## src/rtl/mpc_ctrl_pkg.sv

```systemverilog
// Shared types and constants for the MPC constraint-fill sequencer.
// Holds the controller state encoding, the default bound value and the index width.
package mpc_ctrl_pkg;

  typedef enum logic [2:0] {
    StIdle,
    StSelect,
    StRun,
    StWait,
    StDone
  } state_e;

  localparam int unsigned N_STAGES_DEF = 4;
  localparam int unsigned IDXW = $clog2(N_STAGES_DEF);

  // 10.0 in Q16.16
  localparam logic [31:0] BOUND_DEF_Q16 = 32'd655360;

endpackage

```

## src/rtl/mpc_hport_mux.sv

```systemverilog
// N-to-1 grant mux for the shared h write port.
// Any access from a child that does not hold the grant is dropped and flagged on viol.
module mpc_hport_mux #(
  parameter int unsigned N  = 4,
  parameter int unsigned AW = 5,
  parameter int unsigned DW = 32,
  parameter int unsigned IW = 2
) (
  input  logic [IW-1:0]   sel,
  input  logic            valid,
  input  logic [N*AW-1:0] child_h_address0,
  input  logic [N-1:0]    child_h_ce0,
  input  logic [N-1:0]    child_h_we0,
  input  logic [N*DW-1:0] child_h_d0,
  output logic [AW-1:0]   h_address0,
  output logic            h_ce0,
  output logic            h_we0,
  output logic [DW-1:0]   h_d0,
  output logic            viol
);

  always_comb begin
    h_address0 = '0;
    h_ce0      = 1'b0;
    h_we0      = 1'b0;
    h_d0       = '0;
    viol       = 1'b0;
    for (int k = 0; k < N; k++) begin
      if (valid && (sel == IW'(k))) begin
        h_address0 = child_h_address0[k*AW +: AW];
        h_ce0      = child_h_ce0[k];
        h_we0      = child_h_we0[k];
        h_d0       = child_h_d0[k*DW +: DW];
      end else if (child_h_ce0[k] || child_h_we0[k]) begin
        viol = 1'b1;
      end
    end
  end

endmodule

```

## src/rtl/mpc_constraint_seq.sv

```systemverilog
// Sequences the constraint-fill sub-pipelines one at a time in index order over ap_ctrl_hs,
// skipping disabled stages, and grants the shared h write port to the running stage only.
module mpc_constraint_seq
  import mpc_ctrl_pkg::*;
#(
  parameter int unsigned N_STAGES = N_STAGES_DEF,
  parameter int unsigned AW       = 5,
  parameter int unsigned DW       = 32
) (
  input  logic                         ap_clk,
  input  logic                         ap_rst,
  input  logic                         ap_start,
  output logic                         ap_done,
  output logic                         ap_idle,
  output logic                         ap_ready,
  input  logic [N_STAGES-1:0]          stage_en,
  output logic [$clog2(N_STAGES)-1:0]  cur_stage,
  output logic                         err,
  output logic [N_STAGES-1:0]          child_start,
  input  logic [N_STAGES-1:0]          child_ready,
  input  logic [N_STAGES-1:0]          child_done,
  input  logic [N_STAGES*AW-1:0]       child_h_address0,
  input  logic [N_STAGES-1:0]          child_h_ce0,
  input  logic [N_STAGES-1:0]          child_h_we0,
  input  logic [N_STAGES*DW-1:0]       child_h_d0,
  output logic [AW-1:0]                h_address0,
  output logic                         h_ce0,
  output logic                         h_we0,
  output logic [DW-1:0]                h_d0
);

  localparam int unsigned IW = $clog2(N_STAGES);

  state_e              state_q, state_d;
  logic [IW-1:0]       idx_q, idx_d;
  logic [N_STAGES-1:0] mask_q, mask_d;
  logic                err_q, err_d;
  logic                last, cur_ready, cur_done, grant, viol;

  assign last      = (idx_q == IW'(N_STAGES - 1));
  assign cur_ready = child_ready[idx_q];
  assign cur_done  = child_done[idx_q];
  assign grant     = (state_q == StRun) || (state_q == StWait);

  always_ff @(posedge ap_clk) begin
    if (ap_rst) begin
      state_q <= StIdle;
      idx_q   <= '0;
      mask_q  <= '0;
      err_q   <= 1'b0;
    end else begin
      state_q <= state_d;
      idx_q   <= idx_d;
      mask_q  <= mask_d;
      err_q   <= err_d;
    end
  end

  always_comb begin
    state_d = state_q;
    idx_d   = idx_q;
    mask_d  = mask_q;
    err_d   = err_q | viol;
    unique case (state_q)
      StIdle: begin
        if (ap_start) begin
          mask_d  = stage_en;
          idx_d   = '0;
          // Accepting a start clears history, but a stray access in this very cycle still counts.
          err_d   = viol;
          state_d = StSelect;
        end
      end
      StSelect: begin
        if (mask_q[idx_q]) begin
          state_d = StRun;
        end else if (last) begin
          state_d = StDone;
        end else begin
          idx_d = idx_q + IW'(1);
        end
      end
      StRun: begin
        if (cur_ready && cur_done) begin
          if (last) begin
            state_d = StDone;
          end else begin
            idx_d   = idx_q + IW'(1);
            state_d = StSelect;
          end
        end else if (cur_ready) begin
          state_d = StWait;
        end
      end
      StWait: begin
        if (cur_done) begin
          if (last) begin
            state_d = StDone;
          end else begin
            idx_d   = idx_q + IW'(1);
            state_d = StSelect;
          end
        end
      end
      StDone: state_d = StIdle;
      default: state_d = StIdle;
    endcase
  end

  always_comb begin
    child_start = '0;
    if ((state_q == StRun) && !ap_rst) begin
      child_start[idx_q] = 1'b1;
    end
    ap_done   = (state_q == StDone);
    ap_ready  = (state_q == StDone);
    ap_idle   = (state_q == StIdle) && !ap_start && !ap_rst;
    cur_stage = idx_q;
    err       = err_q;
  end

  mpc_hport_mux #(
    .N  (N_STAGES),
    .AW (AW),
    .DW (DW),
    .IW (IW)
  ) u_hport_mux (
    .sel              (idx_q),
    .valid            (grant),
    .child_h_address0 (child_h_address0),
    .child_h_ce0      (child_h_ce0),
    .child_h_we0      (child_h_we0),
    .child_h_d0       (child_h_d0),
    .h_address0       (h_address0),
    .h_ce0            (h_ce0),
    .h_we0            (h_we0),
    .h_d0             (h_d0),
    .viol             (viol)
  );

endmodule
```

## config.mk

```make
export PLATFORM = sky130hd
export DESIGN_NAME = mpc_constraint_seq
export DESIGN_NICKNAME = d
export VERILOG_FILES = /design/src/rtl/mpc_ctrl_pkg.sv /design/src/rtl/mpc_hport_mux.sv /design/src/rtl/mpc_constraint_seq.sv
export SDC_FILE = /design/constraint.sdc
export NUM_CORES = 1
export LEC_CHECK = 0
export BUFFER_PORTS_ARGS = -buffer_cell sky130_fd_sc_hd__buf_2
export CORE_ASPECT_RATIO = 0.5
export CORE_MARGIN = 2
export CORE_UTILIZATION = 38
export CTS_BUF_LIST = sky130_fd_sc_hd__clkbuf_8
export DETAILED_ROUTE_END_ITERATION = 7
export PLACE_DENSITY = 0.89
export SLEW_MARGIN = 20
export SYNTH_ARGS = -nofsm -noshare
export SYNTH_HDL_FRONTEND = slang
export SYNTH_SLANG_ARGS = --single-unit
```

## constraint.sdc

```tcl
create_clock -name ap_clk -period 4 [get_ports ap_clk]
set_input_delay 0.2 -clock ap_clk [delete_from_list [all_inputs] [get_ports ap_clk]]
set_output_delay 0.2 -clock ap_clk [all_outputs]
set_load 0.005 [all_outputs]
```

==> reports/summary.txt, run 1 <==
WP data arrival - 2860 ps
Initial DRC count - 305
Top post-synthesis cells by area - a221o_1, o21ai_1, dfxtp_1
Vias per Instance - 5.45
Post-route clock skew - 5.11 ps
CTS Buffer Depth - 2
Post-DRT Antenna Nets - 0
# rows - 18
Grt met3 use - 2.26%
Post-synth ARST share - 0%
Tot GR Track Use - 25.7%
Starting density of the core - 39.4%
Post-synthesis cell count - 287
Met2 GRT Util - 45.0%
Rel. slew slack - 50.9%
Fmax - 327 MHz
Vias in the first global route - 2433
Num CTS Buffers - 3
Post-cts resize count - 0
CTS tree - yes
Die area - 5730 µm²
Leading area contributor after synthesis - a221o_1
Syn nets - 462
Io pins - 220
Total DRC errors in the routed layout - 0
Max H-tree Level - 1
Util after Layout - 62.6%
# Max-Cap Violations - 0
Min-delay worst type - input port to register
Syn Area/Cell - 6.77 µm²
Hold_buf cts - 0
Crit-path leading delay family - simple AND/OR/NAND/NOR gates
Fillers - 478
Worst hold start - stage_en[3]
Port bufs - 219
Setup Buffers After CTS - 0
Crit end category - output pin
Post-synth EDFFs - 0
Synth Register Bits - 10
Core ar. - 4930 µm²
Skew-Pair Late Insertion Delay - 240 ps
Crit-path cells - ha_1 > and3b_1 > buf_4 > a221o_1 > o21ai_0 > o21ai_1 > buf_2
Antenna violations before repair - 0
Share of the synthesized area in the top cell type - 19.6%
Commonest register cell after synthesis - dfxtp_1
Post-Route WL - 8180 µm
DPL Wire Length - 6390 µm
Final worst path period share - 76.4%
Slowest stage delay, CP - 670 ps
FF-to-FF path depth - 6
RSZ-0062 raised after global routing - no
RD Place Congestion - 0.845
LEAKAGE - 1.60 nW
Req. time, crit path - 3800 ps
Power per cell area - 238 nW/µm²
Final setup vio count - 0
Die Height - 54.6 µm
Measured slew at the worst slew-check pin - 736 ps
CTS sink cnt - 10
Min Tclk post-route - 3060 ps
Status - finished clean
Slew Limit Fails - 0
First-pass GRT wire length - 12000 µm
CTS root buf - clkbuf_8
Clock-pin slew on the worst setup and hold paths - 50 ps
WHS Endpoint - mask_q[3]
Crit path max-delay cell type - and3b_1
N_diodes - 0
WP buf/inv - 2
Final Hold Violating Endpoints - 0
Post-Synthesis Cell Area - 1940 µm²
Yosys Warn Count - 0
Library cells used by synthesis - 44
Total global routing overflow - 0
Max VDD drop - 0.323 mV
DIE WIDTH - 105 µm
Post-synthesis sequential area ratio - 10.3%
M1 GR Usage - 35.4%
Critical R2R Capture - err
Post-DR wirelength/cell - 14.8 µm
Drt pass-1 iters - 5
Layout cells sized above 1 - 49.6%
CP Max Fanout - 20
Area Overhead vs Synth - 58.9%
CP Launch Type - register
RR Startpoint - cur_stage[0]
Final TNS setup - 0 ps
Hold path cells - 3
Vias - 3010
Busiest layer in global routing - met2
Reg2reg setup slack - 1570 ps
Final #Nets - 658
CP Launch Point - cur_stage[0]
Crit path kind - register to output pin
Pin count of the biggest net entering global routing - 41
cell type report:
| type | instances | area (µm²) | area share (%) |
|---|---|---|---|
| Multi-Input combinational cell | 238 | 1590 | 51.4 |
| Timing Repair Buffer | 224 | 1130 | 36.7 |
| Sequential cell | 10 | 200 | 6.49 |
| Tap cell | 70 | 87.6 | 2.84 |
| Clock buffer | 4 | 55.1 | 1.78 |
| Inverter | 6 | 22.5 | 0.730 |
per-stage QoR:
| step | total power [mW] | setup slack (ps) | instance area [µm²] | cells | hold slack, ps |
|---|---|---|---|---|---|
| finish | 0.734 | 945 | 3090 | 552 | 201 |
| global route | 0.781 | 795 | 3090 | 552 | 223 |
| CTS | 0.728 | 1010 | 3090 | 552 | 209 |
| detailed placement | 0.594 | 1270 | 3030 | 548 | 450 |
| global placement | 0.581 | 1370 | 3030 | 548 | 432 |
| floorplan | 0.441 | 1860 | 1940 | 287 | 347 |
cells in the final DEF (no fill, tap or decap), types with 5 or more instances in the layout:
cell,n
dfxtp_1,10
nand2_1,46
nor2_1,13
inv_1,6
o21ai_1,45
mux2i_1,10
o21ai_0,34
buf_2,219
a221o_1,38
a21oi_1,6
buf_4,5
registers in the layout, summed over array words and instances, names as in the netlist:
register and count:
cur_stage 2, err 1, mask_q 4, state_q 3
kinds of logic (layout without fill, tap and decap cells):
group / Yosys count / count (layout) / share of synthesized area [%]
DFF: 10 / 10 / 10.3
buffers and inverters: 39 / 234 / 8.83
and+or+nand+nor: 84 / 84 / 21.0
muxes: 14 / 14 / 9.41
adders and majority gates: 4 / 4 / 2.58
AOI/OAI and AO/OA: 136 / 136 / 47.9
tightest hold or removal path: stages:
cell and delay (ps):
buf_2 70, mux2i_1 50, nor2_1 70
report_power, final:
part | total, mW | switching, mW | internal [mW] | leakage [nW]
clock | 0.131 | 0.0438 | 0.0868 | 0.0288
sequential | 0.182 | 0.0606 | 0.121 | 0.0821
combinational | 0.422 | 0.189 | 0.233 | 1.49
total | 0.734 | 0.293 | 0.441 | 1.60
synthesized netlist by cell type, types with 2 or more instances:
master / instances
and3_1: 4
and2_1: 2
mux4_2: 2
clkbuf_1: 20
a21oi_1: 6
o21ai_0: 34
and3b_1: 2
ha_1: 4
buf_2: 11
o21ai_1: 45
nand2_1: 46
dfxtp_1: 10
nor2b_1: 3
nor2_1: 13
nor3_1: 4
inv_1: 6
mux2i_1: 10
o22ai_1: 2
a221o_1: 38
worst max-delay path by stage:
stage | end | slack (ps) | cells past startpoint
after global placement | h_d0[28] | 1370 | 7
after detailed placement | h_d0[28] | 1270 | 7
final | h_d0[28] | 940 | 7
after CTS | h_d0[28] | 1010 | 7
after floorplan | h_d0[22] | 1860 | 9
after global routing | h_ce0 | 800 | 7
metal layers:
layer | share of wire [%] | routed length, µm | vias to the layer above
li1 | - | - | 1487
met1 | 43 | 3520 | 1369
met2 | 49 | 4000 | 146
met3 | 7.4 | 609 | 8
met4 | 0.59 | 48 | 0
met5 | 0 | 0 | -
No activity file was read; power rests on OpenSTA's default activity.
==> run 2: changes to the inputs <==
--- a/config.mk
+++ b/config.mk
@@ -8,10 +8,10 @@
 export BUFFER_PORTS_ARGS = -buffer_cell sky130_fd_sc_hd__buf_2
 export CORE_ASPECT_RATIO = 0.5
 export CORE_MARGIN = 2
-export CORE_UTILIZATION = 38
+export CORE_UTILIZATION = 32
 export CTS_BUF_LIST = sky130_fd_sc_hd__clkbuf_8
 export DETAILED_ROUTE_END_ITERATION = 7
-export PLACE_DENSITY = 0.89
+export PLACE_DENSITY = 0.8
 export SLEW_MARGIN = 20
 export SYNTH_ARGS = -nofsm -noshare
 export SYNTH_HDL_FRONTEND = slang
==> constraint.sdc (replaced) <==
create_clock -name ap_clk -period 2.63 [get_ports ap_clk]
set_input_delay 0.1315 -clock ap_clk [delete_from_list [all_inputs] [get_ports ap_clk]]
set_output_delay 0.1315 -clock ap_clk [all_outputs]
set_load 0.005 [all_outputs]
==> run 2 against run 1 <==
Effect of this change:
- utilization down 7.3 points
- critical path depth increased by 1
- sequential share of layout area is essentially flat
- total power is 51% higher
- non-clock buffer count is 3 higher
==> reports/summary.txt, run 2 (synthesis gave the netlist of run 1 again) <==
Layout cells sized above 1 - 50.1%
Total DRC errors in the routed layout - 0
Post-route clock skew - 2.77 ps
Die Height - 59.1 µm
RD Place Congestion - 0.891
Final worst slack - 238 ps
Max reg flops - 4
Die area - 6750 µm²
Vias in the first global route - 2519
Area post-placement - 3070 µm²
CTS Buffer Depth - 2
Reg area - 201 µm²
Sw power - 0.429 mW
Vias per Instance - 5.32
Rel. slew slack - 64.3%
Commonest cells after routing, fill and taps aside - buf_2, nand2_1, o21ai_1
Share of power burned in registers - 22.6%
Clock share of power - 17.5%
Total power - 1.11 mW
Crit end category - output pin
Fmax - 418 MHz
Total global routing overflow - 0
N_diodes - 0
CTS root buf - clkbuf_8
Req. time, crit path - 2500 ps
LEAKAGE - 1.62 nW
Slew Limit Fails - 0
Tot GR Track Use - 21.7%
Starting density of the core - 34.3%
Sw Ratio - 38.6%
Clock-pin slew on the worst setup and hold paths - 50 ps
Crit path kind - register to output pin
CTS tree - yes
Post-DR wirelength/cell - 14.5 µm
CTS sink cnt - 10
Multi-input logic area - 1590 µm²
Io pins - 220
Util after Layout - 55.2%
Post-DRT Antenna Nets - 0
Hold Slack - 139 ps
DPL Wire Length - 6350 µm
Num CTS Buffers - 3
Power per cell area - 355 nW/µm²
CP Launch Type - register
Leading cell type in the layout, fill and taps excluded - buf_2
WP data arrival - 2260 ps
Final worst path period share - 90.9%
Initial DRC count - 260
Final setup vio count - 0
Max H-tree Level - 1
Drt pass-1 iters - 6
Min-delay worst type - input port to register
Antenna violations before repair - 0
Final Cell Area - 3130 µm²
Port bufs - 219
RSZ-0062 raised after global routing - no
Final #Nets - 661
Pint - 0.682 mW
Placed cells - 554
Max VDD drop - 0.563 mV
Min Tclk post-route - 2390 ps
CP Max Fanout - 38
Area Overhead vs Synth - 61.0%
Post-Route WL - 8110 µm
Vias - 2968
Core ar. - 5660 µm²
# Max-Cap Violations - 0
Final Hold Violating Endpoints - 0
Status - finished clean
Fillers - 571
Skew-Pair Late Insertion Delay - 240 ps
Pin count of the biggest net entering global routing - 77
Top reg by flops - mask_q
Measured slew at the worst slew-check pin - 535 ps
Pre-CTS WS - 488 ps
First-pass GRT wire length - 12000 µm
Final TNS setup - 0 ps
DIE WIDTH - 114 µm
Final cell count without fillers - 558
Comb pwr share - 59.9%
# rows - 19
[run 2: cell count changes in the layout (fill, tap and decap cells not counted), sizes merged]
cell | before | now
buf | 224 | 227
[run 2: worst max-delay path, stage by stage (launching register included)]
cell      delay (ps)
dfxtp_1          320
inv_1            120
ha_1             240
nor4bb_4         300
buf_4            400
a221o_1          240
o21ai_0          110
o21ai_0          150
buf_2            130
[run 2: layout make-up]
cell class / instances / share of cell area [%]
inverters: 6 / 0.721
repair buffers: 227 / 37.4
multi-input cells: 238 / 50.8
flip-flops and latches: 10 / 6.45
well taps: 73 / 2.92
clock buffers: 4 / 1.76
[run 2: worst paths after layout]
kind                start            end  slack [ps]  depth (start not counted)
max          cur_stage[0]  h_address0[4]         240                          8
min           stage_en[2]      mask_q[2]         140                          3
max reg2reg  cur_stage[0]     state_q[1]         730                          5
min reg2reg     mask_q[1]      mask_q[1]         520                          2
[run 2: timing repair]
action                     4_1_cts  5_1_grt
gates resized for setup          0        1
hold buffers                     0        0
setup endpoints to repair        0        1
setup buffers                    0        0
[run 2: per-layer routing]
layer	track usage, %	vias up	wire, µm
li1	-	1495	-
met1	28.7	1304	3450
met2	37.5	159	3910
met3	4.29	10	711
met4	4.18	0	42
met5	0	-	0
[run 2: power by group through the flow]
stage / Clock, mW / Sequential, mW / Combinational, mW
floorplan: 0 / 0.213 / 0.458
global placement: 0 / 0.249 / 0.651
detailed placement: 0 / 0.253 / 0.661
CTS: 0.201 / 0.249 / 0.663
global route: 0.214 / 0.259 / 0.730
finish: 0.194 / 0.251 / 0.666
